--- config.mk ---
export PLATFORM = sky130hd
export DESIGN_NAME = car_request_sync
export DESIGN_NICKNAME = d
export VERILOG_FILES = /design/src/rtl/traffic_pkg.sv /design/src/rtl/sync_chain.sv /design/src/rtl/car_request_sync.sv
export SDC_FILE = /design/constraint.sdc
export NUM_CORES = 1
export LEC_CHECK = 0
export ABC_AREA = 1
export BUFFER_PORTS_ARGS = -buffer_cell sky130_fd_sc_hd__buf_2
export CAP_MARGIN = 20
export CORE_MARGIN = 8
export CORE_UTILIZATION = 30
export CTS_BUF_LIST = sky130_fd_sc_hd__clkbuf_16
export DETAILED_ROUTE_END_ITERATION = 7
export PLACE_DENSITY_LB_ADDON = 0.1
export SLEW_MARGIN = 20
export SYNTH_ARGS = -nofsm -noshare
export SYNTH_HDL_FRONTEND = slang
export SYNTH_SLANG_ARGS = --single-unit
--- constraint.sdc ---
create_clock -name clock -period 2 [get_ports clock]
set_clock_uncertainty 0.05 [all_clocks]
set_input_delay 0.2 -clock clock [delete_from_list [all_inputs] [get_ports clock]]
set_output_delay 0.2 -clock clock [all_outputs]
set_load 0.005 [all_outputs]
--- src/rtl/traffic_pkg.sv ---
// traffic_pkg: constants and state encoding shared by the intersection
// front-end blocks.
//   CLK_HZ              - system clock frequency
//   DEBOUNCE_MS         - button debounce window
//   DEBOUNCE_CYCLES_DEF - debounce window expressed in clock cycles
//   db_state_e          - debouncer FSM states
`timescale 1ns/1ps
package traffic_pkg;
  localparam int CLK_HZ              = 50_000_000;
  localparam int DEBOUNCE_MS         = 20;
  localparam int DEBOUNCE_CYCLES_DEF = (CLK_HZ / 1000) * DEBOUNCE_MS;

  typedef enum logic [1:0] {
    RELEASED    = 2'd0,
    PRESS_CHK   = 2'd1,
    PRESSED     = 2'd2,
    RELEASE_CHK = 2'd3
  } db_state_e;
endpackage

--- src/rtl/sync_chain.sv ---
// sync_chain: N-flop synchroniser for a single asynchronous bit.
//   clock   - destination clock
//   reset_n - asynchronous active-low reset; every stage resets to RST_VAL
//   d       - asynchronous input
//   q       - synchronised output (last stage)
`timescale 1ns/1ps
module sync_chain #(
  parameter int   STAGES  = 2,
  parameter logic RST_VAL = 1'b1
) (
  input  logic clock,
  input  logic reset_n,
  input  logic d,
  output logic q
);
  // sync_q[0] captures the raw input; sync_q[STAGES-1] is the clean output
  logic [STAGES-1:0] sync_q, sync_d;

  always_comb sync_d = {sync_q[STAGES-2:0], d};

  always_ff @(posedge clock or negedge reset_n) begin
    if (!reset_n) sync_q <= {STAGES{RST_VAL}};
    else          sync_q <= sync_d;
  end

  assign q = sync_q[STAGES-1];
endmodule

--- src/rtl/car_request_sync.sv ---
// car_request_sync: car-sensor pushbutton front end for the intersection
// controller. Synchronises the raw active-low button, debounces both edges,
// emits a one-cycle press strobe and latches a sticky request until the
// controller clears it.
//   clock       - 50 MHz system clock
//   reset_n     - asynchronous active-low reset
//   key_n       - raw button, 0 = pressed, asynchronous
//   clear       - one-cycle "request serviced" pulse from the controller
//   car_waiting - sticky request, set by accepted press, cleared by clear
//   press_pulse - one-cycle strobe per accepted press
//   debounced   - debounced pressed level (PRESSED / RELEASE_CHK)
`timescale 1ns/1ps
module car_request_sync
  import traffic_pkg::*;
#(
  parameter int DEBOUNCE_CYCLES = DEBOUNCE_CYCLES_DEF,
  parameter int SYNC_STAGES     = 2
) (
  input  logic clock,
  input  logic reset_n,
  input  logic key_n,
  input  logic clear,
  output logic car_waiting,
  output logic press_pulse,
  output logic debounced
);
  localparam int            CW      = $clog2(DEBOUNCE_CYCLES);
  localparam logic [CW-1:0] CNT_MAX = CW'(DEBOUNCE_CYCLES - 1);

  logic key_s;

  sync_chain #(.STAGES(SYNC_STAGES), .RST_VAL(1'b1)) u_sync (
    .clock   (clock),
    .reset_n (reset_n),
    .d       (key_n),
    .q       (key_s)
  );

  db_state_e     state_q, state_d;
  logic [CW-1:0] cnt_q, cnt_d;
  logic          car_waiting_q, car_waiting_d;
  logic          press_pulse_q, press_pulse_d;
  logic          debounced_q, debounced_d;
  logic          set_req;

  always_ff @(posedge clock or negedge reset_n) begin
    if (!reset_n) begin
      state_q       <= RELEASED;
      cnt_q         <= '0;
      car_waiting_q <= 1'b0;
      press_pulse_q <= 1'b0;
      debounced_q   <= 1'b0;
    end else begin
      state_q       <= state_d;
      cnt_q         <= cnt_d;
      car_waiting_q <= car_waiting_d;
      press_pulse_q <= press_pulse_d;
      debounced_q   <= debounced_d;
    end
  end

  // The counter only advances while staying in a CHK state; every other
  // path (including every state change) leaves it at zero, so each state is
  // entered with a fresh count.
  always_comb begin
    state_d = state_q;
    cnt_d   = '0;
    set_req = 1'b0;
    case (state_q)
      RELEASED: begin
        if (!key_s) state_d = PRESS_CHK;
      end
      PRESS_CHK: begin
        if (key_s) begin
          state_d = RELEASED;
        end else if (cnt_q == CNT_MAX) begin
          state_d = PRESSED;
          set_req = 1'b1;
        end else begin
          cnt_d = cnt_q + 1'b1;
        end
      end
      PRESSED: begin
        if (key_s) state_d = RELEASE_CHK;
      end
      RELEASE_CHK: begin
        if (!key_s) begin
          state_d = PRESSED;
        end else if (cnt_q == CNT_MAX) begin
          state_d = RELEASED;
        end else begin
          cnt_d = cnt_q + 1'b1;
        end
      end
      default: state_d = RELEASED;
    endcase

    press_pulse_d = set_req;
    // Level follows the next state so it rises together with press_pulse.
    debounced_d   = (state_d == PRESSED) || (state_d == RELEASE_CHK);
    // A press arriving with clear in the same cycle keeps the request.
    car_waiting_d = set_req | (car_waiting_q & ~clear);
  end

  assign car_waiting = car_waiting_q;
  assign press_pulse = press_pulse_q;
  assign debounced   = debounced_q;
endmodule

==> results of run 1 <==
layout by cell type (no fill, tap or decap), types with 4 or more instances in the layout:
cell type | Yosys | layout
a21oi_1 | 4 | 4
buf_2 | 0 | 6
dfrtp_1 | 25 | 25
inv_1 | 23 | 23
nand2_1 | 36 | 36
nand3_1 | 8 | 8
nand3_2 | 5 | 5
nor2_1 | 37 | 37
nor2_4 | 4 | 4
nor3_1 | 4 | 4
routing by layer:
metal / track usage / wire length, µm
met1: 0.1041 / 1357
met2: 0.1455 / 1386
met3: 0.03001 / 97
met4: 0.03297 / 40
met5: 0 / 0
through the flow:
| stage | setup slack (ps) | instance area [µm²] | cells | hold WS, ps | utilization |
|---|---|---|---|---|---|
| finish | 211.6 | 1585 | 237 | 125.6 | 0.3448 |
| floorplan | 580.7 | 1399 | 172 | -145.6 | - |
| global route | 68.50 | 1585 | 237 | 155.8 | 0.3448 |
| detailed placement | 203.3 | 1485 | 231 | 206.0 | 0.3230 |
| CTS | 190.7 | 1585 | 237 | 120.5 | 0.3448 |
| global placement | 301.5 | 1485 | 231 | 206.5 | 0.3230 |
power by group through the flow:
stage	Clock, mW	Combinational, mW	Sequential (mW)
floorplan	0	0.0168	0.565
global placement	0	0.0328	0.565
detailed placement	0	0.0333	0.566
CTS	0.475	0.0364	0.555
global route	0.492	0.0414	0.555
finish	0.456	0.0349	0.555
critical path, stage by stage, from the launching register on:
cell     delay [ps]
dfrtp_1         380
ha_1            210
nand2_2         110
nor3_4          230
nand3_2         150
nand2_2         250
inv_2           160
nand2_1          90
nor2_1           40
cells by family (layout without fill, tap and decap cells):
logic type,Yosys count,in the layout
buffers and inverters,25,36
AO/OA/AOI/OAI,11,11
AND/OR/NAND/NOR,104,104
adder cells (fa/ha/maj),1,1
XOR/XNOR,4,4
flip-flops,27,27
layout make-up:
| cell class | instances | area share |
|---|---|---|
| Sequential cell | 27 | 0.4278 |
| Multi-Input combinational cell | 120 | 0.3907 |
| Inverter | 24 | 0.05683 |
| Clock buffer | 3 | 0.04736 |
| Tap cell | 54 | 0.04262 |
| Timing Repair Buffer | 8 | 0.03157 |
| Clock inverter | 1 | 0.003157 |
registers in the layout, summed over array words and instances, names as in the netlist:
register / cells
cnt_q: 20
state_q: 2
u_sync.sync_q: 2
car_waiting: 1
debounced: 1
press_pulse: 1
how the worst min path moves through the flow:
stage                 start          end  slack [ps]  depth (start not counted)
floorplan           reset_n  car_waiting        -150                          0
global placement    reset_n    cnt_q[12]         210                          1
detailed placement  reset_n    cnt_q[12]         210                          1
CTS                   clear  car_waiting         120                          4
global route          clear  car_waiting         160                          4
finish                clear  car_waiting         130                          4
what timing repair did:
action                    4_1_cts  5_1_grt
resized for setup               0        0
hold buffers                    2        0
hold endpoints to repair       26        0
==> reports/metrics.cfg, run 1 <==
[logic_synthesis]
seq_area_frac_synth=0.4848
yosysMostFrequentCell=nor2_1
yosys.area_share.xor_xnor=0.02504
synth-warning-count=0
synth_ff_type=dfrtp_1
async_flop_share=1.000
synth.avg_cell_area_um2=8.133
syn_nets=177
syn_inst=172
synth_compound_area_frac=0.04293
synth_cell_types=27
synth_area_um2=1399
ys_ff_latch=27
synth_edf_count=0
synth-simple-area-share=0.3658
synthTopCellsByCount=37 x nor2_1, 36 x nand2_1, 25 x dfrtp_1
muxShareOfSynthArea=0
yosys.area.top_type=dfrtp_1
synth_adder_area_share=0.008945
synth_top_area_frac=0.4472
yosys-top-cells-area=dfrtp_1 45%, nor2_1 9.9%, nand2_1 9.7%, inv_1 6.2%, dfstp_2 3.8%
synth_top_family_by_area=simple AND/OR/NAND/NOR gates

[floorplanning]
rows=25
core_area_um2=4598
die-width_um=84.29
die_area_um2=7104
start_util=0.3042
ios=7
die_y_um=84.29

[setup_path]
cp_max_fo=11
worstSetupEndpointType=flop
crit_arrival_ps=1890
required_ps=2100
cp-endpoint=cnt_q[13]
path_class=reg2reg
startpoint_type=flop
r2r_start=cnt_q[0]
r2r_slack_ps=210
rr_worst_depth=8
cp-startpoint=cnt_q[0]
r2r-end=cnt_q[13]

[detailed_routing]
wl_per_cell_um=12.16
drtAntennaViolNets=0
vias_per_cell=4.612
drtPass1Iterations=4
drc=0
via_count=1093
routed_wl_mm=2.882
initialDrtViolationCount=60

[clock_network]
cts_tree=done
cts_htree_levels=1
cts.sinks=27
cts_setup_buffers=0
clock_latency_ps=260
cts_buffer_depth=2
clockRootBuffer=clkbuf_16
clk_pin_slew_ps=70
cts_buffers=3

[sta]
finalMaxSlewViolations=0
rsz0062_at_grt=false
tightestPinTransition_ps=624.0
fin_setup_tns_ps=0
finalCritPeriodShare=0.8942
final.min_clock_period_ps=1788
fmax_mhz=559.2
hold_viol_final=0
relSlewSlack=0.5840
setup_violations=0

[grt]
antenna_found_initial=0
grt.overflow.total=0
grt_usage=0.08877
grt_pass1_vias=1233
grt_max_degree=28
grt_pass1_wl_mm=5.271

[layout]
final_nets=189
syn_to_final_growth_pct=13.33
diodes=0
seq_area_um2=678.2
drive_gt1_frac=0.1639
fillers=481
multiInputGateArea_um2=619.3

[power]
p_comb_frac=0.033
power_density_nw_per_um2=659.6
internal_power_mw=0.8316
leakagePower_nw=0.7313
p_seq_frac=0.531
p_total_mw=1.046
p_clk_frac=0.436
p_switching_mw=0.2140
irDropWorstVdd_uv=403.3
swShare=0.2047

[placement]
routabilityCongestion=0.7603
place.detailed.hpwl_mm=2.181
portBuffers=6

[run_status]
status=finished, final reports clean

[hold_path]
worstHoldPathType=in2reg

[run]
drv_cap=0

(Power assumes the default switching activity.)
==> run 2: changes to the inputs <==
Settings changed: ABC_AREA 1 to not set.
==> run 2 against run 1 <==
Final area shrank 5.3%. Global-route usage shrank 0.29 points. Sequential share of layout area grew 2.5 points. Non-clock buffer count grew 8. Via count shrank 18%. Synthesized area shrank 11%. Highest routed layer unchanged.
==> reports/metrics.cfg, run 2 <==
[power]
p_seq_frac=0.528
p_total_mw=1.055
p_comb_frac=0.032
swShare=0.2071
p_clk_frac=0.440
leakagePower_nw=0.6388
internal_power_mw=0.8366
power_density_nw_per_um2=702.7
p_switching_mw=0.2185
irDropWorstVdd_uv=351.3

[grt]
grt_max_degree=28
grt_usage=0.08587
antenna_found_initial=0
grt_pass1_wl_mm=4.402
grt_pass1_vias=893
grt.overflow.total=0

[hold_path]
worstHoldPathType=in2reg
whs_path_depth=3

[floorplanning]
start_util=0.3109
die-width_um=80.39
die_y_um=80.39
die_area_um2=6462
core_area_um2=4000
rows=23
ios=7

[setup_path]
path_class=reg2reg
crit_arrival_ps=2000
r2r_slack_ps=80
worst_path_largest_cell_delay_ps=550
required_ps=2080
crit_buf_inv=1
startpoint_type=flop
worstSetupEndpointType=flop
r2r-end=cnt_q[19]
r2r_start=cnt_q[11]
critPathTopFamily=simple AND/OR/NAND/NOR gates
cp-startpoint=cnt_q[11]
cp_max_fo=19
cp_slowest_cell=or4bb_4
cp_cell_sequence=or4bb_4 -> nor4_4 -> a21o_1 -> buf_12 -> a21oi_1
cp.depth=5
cp-endpoint=cnt_q[19]
rr_worst_depth=5

[detailed_routing]
via_count=899
vias_per_cell=4.913
routed_wl_mm=2.544
drc=0
wl_per_cell_um=13.90
drtAntennaViolNets=0
initialDrtViolationCount=31
drtPass1Iterations=2

[logic_synthesis]
synth_adder_area_share=0.01006
synth_edf_count=0
synth_ff_type=dfrtp_1
syn_inst=117
synth_cell_types=29
synth_area_um2=1244
yosys.area_share.xor_xnor=0.09155
async_flop_share=1.000
synth_compound_area_frac=0.06439
seq_area_frac_synth=0.5453
synth.avg_cell_area_um2=10.63
synth-warning-count=0
synth_top_family_by_area=simple AND/OR/NAND/NOR gates
syn_nets=122
muxShareOfSynthArea=0.01610
yosys-top-cells-area=dfrtp_1 50%, xor2_1 7.7%, dfstp_2 4.2%, nor2_1 4.2%, nand4_1 3.5%
synthTopCellsByCount=25 x dfrtp_1, 14 x nor2_1, 11 x xor2_1
yosys.area.top_type=dfrtp_1
synth_top_area_frac=0.5030
ys_ff_latch=27
synth-simple-area-share=0.2404
yosysMostFrequentCell=dfrtp_1

[sta]
hold_viol_final=0
finalCritPeriodShare=0.9592
fmax_mhz=521.2
fin_setup_tns_ps=0
finalMaxSlewViolations=0
relSlewSlack=0.5875
final.min_clock_period_ps=1918
tightestPinTransition_ps=618.8
rsz0062_at_grt=true
setup_violations=0

[layout]
diodes=0
largest-register=cnt_q
largestRegisters=cnt_q x20, state_q x2, u_sync.sync_q x2
drive_gt1_frac=0.1805
final_cell_mix=24 x dfrtp_1, 14 x nor2_1, 11 x xor2_1
final_nets=139
largest_register_ffs=20
layout_commonest_cell=dfrtp_1
syn_to_final_growth_pct=20.72

[clock_network]
clockRootBuffer=clkbuf_16
clock_latency_ps=260
cts_buffers=3
cts_tree=done
clk_pin_slew_ps=60
cts.sinks=27
cts_buffer_depth=2
cts_htree_levels=1

[placement]
routabilityCongestion=0.7257
place.detailed.hpwl_mm=1.739
portBuffers=6

[run]
drv_cap=0

[run_status]
status=finished, final reports clean

[run 2: cell count changes after synthesis, sizes merged, moves of 5 or more]
cell / change
nand2: -34
nor2: -29
inv: -21
xor2: +8
nand3: -6
nand4: +6
nor3: -5
[run 2: worst min-delay path by stage]
stage,startpoint,to,slack [ps]
after floorplan,reset_n,car_waiting,-150
after global routing,clear,car_waiting,170
final,clear,car_waiting,160
after CTS,clear,car_waiting,160
after global placement,reset_n,cnt_q[5],200
after detailed placement,reset_n,cnt_q[16],210
[run 2: logic make-up after synthesis]
group / after synthesis
AND/OR/NAND/NOR: 53
adder cells (fa/ha/maj): 1
XOR/XNOR: 13
multiplexers: 2
flip-flops: 27
AO/OA/AOI/OAI: 14
buffers and inverters: 7
[run 2: area by class of cell]
| class | count | area, µm² |
|---|---|---|
| fillers | 403 | 2499 |
| repair buffers | 16 | 122.6 |
| multi-input cells | 83 | 543.0 |
| clock inverters | 1 | 7.507 |
| clock buffers | 3 | 75.07 |
| flip-flops and latches | 27 | 679.4 |
| well taps | 50 | 62.56 |
| inverters | 3 | 11.26 |
[run 2: tightest hold or removal path: stages]
cell and delay (ps):
buf_2 70, nand2b_1 90, o31ai_1 70
[run 2: layer usage]
layer | vias to the layer above | GRT usage | routed length [µm]
li1 | 448 | - | -
met1 | 447 | 0.1163 | 1294
met2 | 2 | 0.1275 | 1179
met3 | 2 | 0.02790 | 52
met4 | 0 | 0.02182 | 17
met5 | - | 0 | 0
[run 2: repair_timing]
item / in CTS / in global routing
buffers inserted: 0 / 2
hold buffers: 2 / 0
hold endpoints to repair: 26 / 0
resized for setup: 0 / 4
setup endpoints to repair: 0 / 23
[run 2: metrics by stage]
step / util / setup WS [ps] / instances / hold slack [ps] / area, µm²
after floorplan: - / 154.9 / 117 / -145.6 / 1244
after detailed placement: 0.3413 / 40.14 / 175 / 208.6 / 1365
after CTS: 0.3669 / 41.39 / 181 / 164.8 / 1468
after global placement: 0.3413 / 137.3 / 175 / 198.6 / 1365
final: 0.3754 / 81.53 / 183 / 159.1 / 1501
after global routing: 0.3754 / 1.380 / 183 / 169.9 / 1501
[run 2: power by group through the flow]
| stage | Combinational, mW | Clock [mW] | Sequential, mW |
|---|---|---|---|
| finish | 0.0340 | 0.464 | 0.557 |
| global route | 0.0388 | 0.496 | 0.558 |
| CTS | 0.0354 | 0.473 | 0.557 |
| detailed placement | 0.0324 | 0 | 0.567 |
| global placement | 0.0314 | 0 | 0.567 |
| floorplan | 0.0133 | 0 | 0.566 |
